### config.mk
export PLATFORM = sky130hd
export DESIGN_NAME = memory_reader
export DESIGN_NICKNAME = d
export VERILOG_FILES = /design/src/rtl/memory_reader.sv
export SDC_FILE = /design/constraint.sdc
export NUM_CORES = 1
export LEC_CHECK = 0
export BUFFER_PORTS_ARGS = -buffer_cell sky130_fd_sc_hd__buf_2
export CAP_MARGIN = 0
export CORE_UTILIZATION = 32
export CTS_CLUSTER_SIZE = 10
export DETAILED_ROUTE_END_ITERATION = 6
export GPL_TIMING_DRIVEN = 0
export SYNTH_ARGS = -nofsm -noshare
export SYNTH_HDL_FRONTEND = slang
export SYNTH_SLANG_ARGS = --single-unit
### constraint.sdc
create_clock -name clk -period 3.7 [get_ports clk]
set_clock_uncertainty 0.1 [all_clocks]
set_input_delay 0 -clock clk [delete_from_list [all_inputs] [get_ports clk]]
set_output_delay 0 -clock clk [all_outputs]
set_load 0.02 [all_outputs]
### src/rtl/memory_reader.sv
// Sequential scanner for the opening-register memory: walks every index once per start
// and streams each stored record (optionally skipping empty slots) over valid/ready.
module memory_reader #(
    parameter int ADDR_W = 9,
    parameter int DATA_W = 17,
    parameter int DEPTH  = 512
) (
    input  logic              clk,
    input  logic              reset,
    input  logic              start,
    input  logic              abort,
    input  logic              skip_zero,
    output logic [ADDR_W-1:0] mem_idx,
    output logic              mem_enable,
    output logic              mem_wr,
    input  logic [DATA_W-1:0] mem_rdata,
    output logic [DATA_W-1:0] out_data,
    output logic [ADDR_W-1:0] out_idx,
    output logic              out_valid,
    input  logic              out_ready,
    output logic              busy,
    output logic              done,
    output logic [ADDR_W:0]   count
);

    localparam logic [1:0] IDLE   = 2'd0;
    localparam logic [1:0] READ   = 2'd1;
    localparam logic [1:0] EMIT   = 2'd2;
    localparam logic [1:0] FINISH = 2'd3;

    localparam logic [ADDR_W-1:0] LAST_IDX = ADDR_W'(DEPTH - 1);

    logic [1:0]        state;
    logic [ADDR_W-1:0] ptr;
    logic [DATA_W-1:0] data_q;
    logic              skip_q;
    logic              skip_rec;

    // An empty slot in skip mode is consumed without ever raising out_valid.
    assign skip_rec = skip_q && (data_q == '0);

    // Every output is a pure function of registered state, so out_ready never reaches out_valid.
    assign mem_idx    = ptr;
    assign mem_enable = (state == READ);
    assign mem_wr     = 1'b0;
    assign out_valid  = (state == EMIT) && !skip_rec;
    assign out_data   = data_q;
    assign out_idx    = ptr;
    assign busy       = (state != IDLE);
    assign done       = (state == FINISH);

    always_ff @(posedge clk or negedge reset) begin
        if (!reset) begin
            state  <= IDLE;
            ptr    <= '0;
            data_q <= '0;
            skip_q <= 1'b0;
            count  <= '0;
        end else begin
            // NOTE: non-blocking assignments so every branch sees pre-edge values of ptr/count.
            case (state)
                IDLE: begin
                    if (start) begin
                        state  <= READ;
                        ptr    <= '0;
                        count  <= '0;
                        skip_q <= skip_zero;
                    end
                end
                READ: begin
                    if (abort) begin
                        state <= IDLE;
                    end else begin
                        data_q <= mem_rdata;
                        state  <= EMIT;
                    end
                end
                EMIT: begin
                    if (abort) begin
                        state <= IDLE;
                    end else if (skip_rec || out_ready) begin
                        if (!skip_rec) begin
                            count <= count + 1'b1;
                        end
                        if (ptr == LAST_IDX) begin
                            state <= FINISH;
                        end else begin
                            ptr   <= ptr + 1'b1;
                            state <= READ;
                        end
                    end
                end
                FINISH: begin
                    state <= IDLE;
                end
                default: begin
                    state <= IDLE;
                end
            endcase
        end
    end

endmodule
==> reports/metrics.csv <==
metric,value,unit
status,"finished, final reports clean",
async_flop_share,1.00,
worstPathArrival,2.96,ns
port_buffers,71,
core_area,5990,um^2
hold_class,input pin to flop,
synthToLayoutAreaGrowth,38.1,%
final_common_cell,buf_2,
tns,0,ns
grt_overflow,0,
met3WireLength,281,um
cts-root-buf,clkbuf_8,
power_density,443,nW/um^2
maxCapViolations,0,
total_power,1220,uW
antenna_cells,0,
multi_input_area,918,um^2
grt_use_total,0.155,
rsz0062_at_grt,no,
finalWirelength,4730,um
die_h,81.1,um
synth_ff_type,dfrtp_1,
final_net_count,321,
cp.required,3.81,ns
ys_seq_area_frac,0.488,
insertion_delay,0.30,ns
end_kind,flop,
fillers,585,
via_per_inst,4.91,
yosys_warnings,0,
routedWlPerCell,12.8,um
drtAntennaViolNets,0,
cts_max_level,2,
pin_count,73,
yosysTopAreaCell,dfrtp_1,
hold_violations,0,
syn_area,2000,um^2
final_cell_mix,"72 x buf_2, 39 x dfrtp_1, 22 x dlygate4sd3_1, 18 x nand2_1, 17 x nor2_1",
relSlewSlack,0.399,
first_pass_iters,4,
critPathKind,flop to flop,
drc,0,
vias,1823,
synthTopCellsByArea,"dfrtp_1 49%, mux2_1 5.6%, mux2_2 4.5%",
grt_pass1_wl,7770,um
antenna_found_initial,0,
drt_iter0_drc,81,
synth-edff-count,0,
fmax,0.351,GHz
grt_max_degree,40,
place_hpwl,3230,um
slew_violations,0,
drive_above_1_share,0.348,
grt_pass1_vias,1649,
start_kind,flop,
critical_path.max_fanout,9,
cts_tree,yes,
yosys.area.top_type_share,0.488,
period_minus_slack,2.85,ns
ff_latch_area,976,um^2
irDropWorstVdd,0.000338,V
post-cts-setup-buffers,0,
drt-met1-wl,2270,um
cts.sinks,39,
gp_congestion,0.748,
numCtsBuffers,5,
start_util,0.334,
synth_cells,195,
clk_pin_slew_worst_paths,0.08,ns
rows,28,
setup_viol,0,
die-area,6570,um^2
p_leak,0.00136,uW
cts_buffer_depth,2,
synth_seq_cells,39,
met2_length,2120,um
finalCritPeriodShare,0.771,
synth_nets,221,
synth_cell_types,42,
tightest_slew,0.902,ns
die_w,81.1,um
synth.avg_cell_area,10.3,um^2
top_layer_used,met4,
-- stage by stage --
stage / util / cell area (um^2) / hold WS (ns) / setup slack (ns) / std cells
4_1_cts: 0.461 / 2760 / 0.0759 / 0.826 / 371
3_3_place_gp: 0.409 / 2450 / 0.0826 / 0.855 / 341
6_report: 0.461 / 2760 / 0.0945 / 0.847 / 371
2_1_floorplan: - / 2000 / -0.396 / 0.979 / 195
5_1_grt: 0.461 / 2760 / 0.137 / 0.660 / 371
3_5_place_dp: 0.409 / 2450 / 0.0808 / 0.835 / 341
-- worst paths after layout --
check | startpoint | end | slack [ns] | cells after the start
min in group asynchronous | reset | out_data[0]$_DFFE_PN0P_ | 0.27 | 2
max in group asynchronous | reset | count[3]$_DFFE_PN0P_ | 2.67 | 2
hold / removal | out_ready | count[9]$_DFFE_PN0P_ | 0.09 | 5
setup / recovery | mem_idx[0]$_DFFE_PN0P_ | mem_idx[4]$_DFFE_PN0P_ | 0.85 | 10
setup reg to reg | mem_idx[0]$_DFFE_PN0P_ | mem_idx[4]$_DFFE_PN0P_ | 0.85 | 10
hold reg to reg | count[8]$_DFFE_PN0P_ | count[8]$_DFFE_PN0P_ | 0.41 | 1
-- timing repair --
| action | 4_1_cts | 5_1_grt |
|---|---|---|
| hold buffers | 22 | 0 |
| endpoints found under the hold margin | 59 | 0 |
| resized for setup | 0 | 0 |
-- layout make-up --
| cell class | count | area share |
|---|---|---|
| inverter | 3 | 0.00407 |
| sequential | 39 | 0.353 |
| multi-input combinational | 138 | 0.332 |
| clock inverter | 3 | 0.00905 |
| buffer | 15 | 0.0344 |
| timing repair buffer | 93 | 0.208 |
| tap | 75 | 0.0340 |
| clock buffer | 5 | 0.0249 |
-- power by group --
group	leakage [uW]	internal [uW]	switching, uW
registers	0.000502	501	60.7
logic	0.000817	151	210
clock network	0.0000443	135	167
total	0.00136	787	438
-- registers in the layout, indices dropped and copies added (netlist names) --
signal	flops
mem_idx	9
out_data	17
state	2
count	10
skip_q	1
-- synth_stat cells (all sizes together) (2+ instances only) --
cell type	n
dfrtp	39
or3	2
ha	3
inv	3
and3	6
nand2	18
a31oi	2
nor2	17
nand3	11
o31ai	7
o21ai	20
a21oi	3
nand2b	7
clkbuf	4
buf	11
o211ai	2
mux2	18
nor4	3
-- worst max-delay path, stage by stage (launching register included) --
cell	delay, ns
dfrtp_1	0.45
ha_1	0.27
and3_1	0.17
nand3_1	0.13
nor2_1	0.07
ha_1	0.21
or3b_1	0.39
a21o_1	0.24
o32a_4	0.37
nand2b_4	0.18
o31ai_2	0.19
-- cell families (layout without fill, tap and decap cells) --
logic type / after synthesis / after routing / synth area share
flops: 39 / 39 / 0.488
buf+inv: 18 / 119 / 0.0532
mux: 18 / 18 / 0.101
simple gates: 73 / 73 / 0.187
other cells: 1 / 1 / 0.00187
compound gates: 43 / 43 / 0.150
fa+ha+maj: 3 / 3 / 0.0188
-- routing by layer --
metal / global-route usage / up-vias
li1: - / 893
met1: 0.204 / 857
met2: 0.243 / 66
met3: 0.0416 / 7
met4: 0.0589 / 0
met5: 0 / -
(Power assumes the default switching activity.)
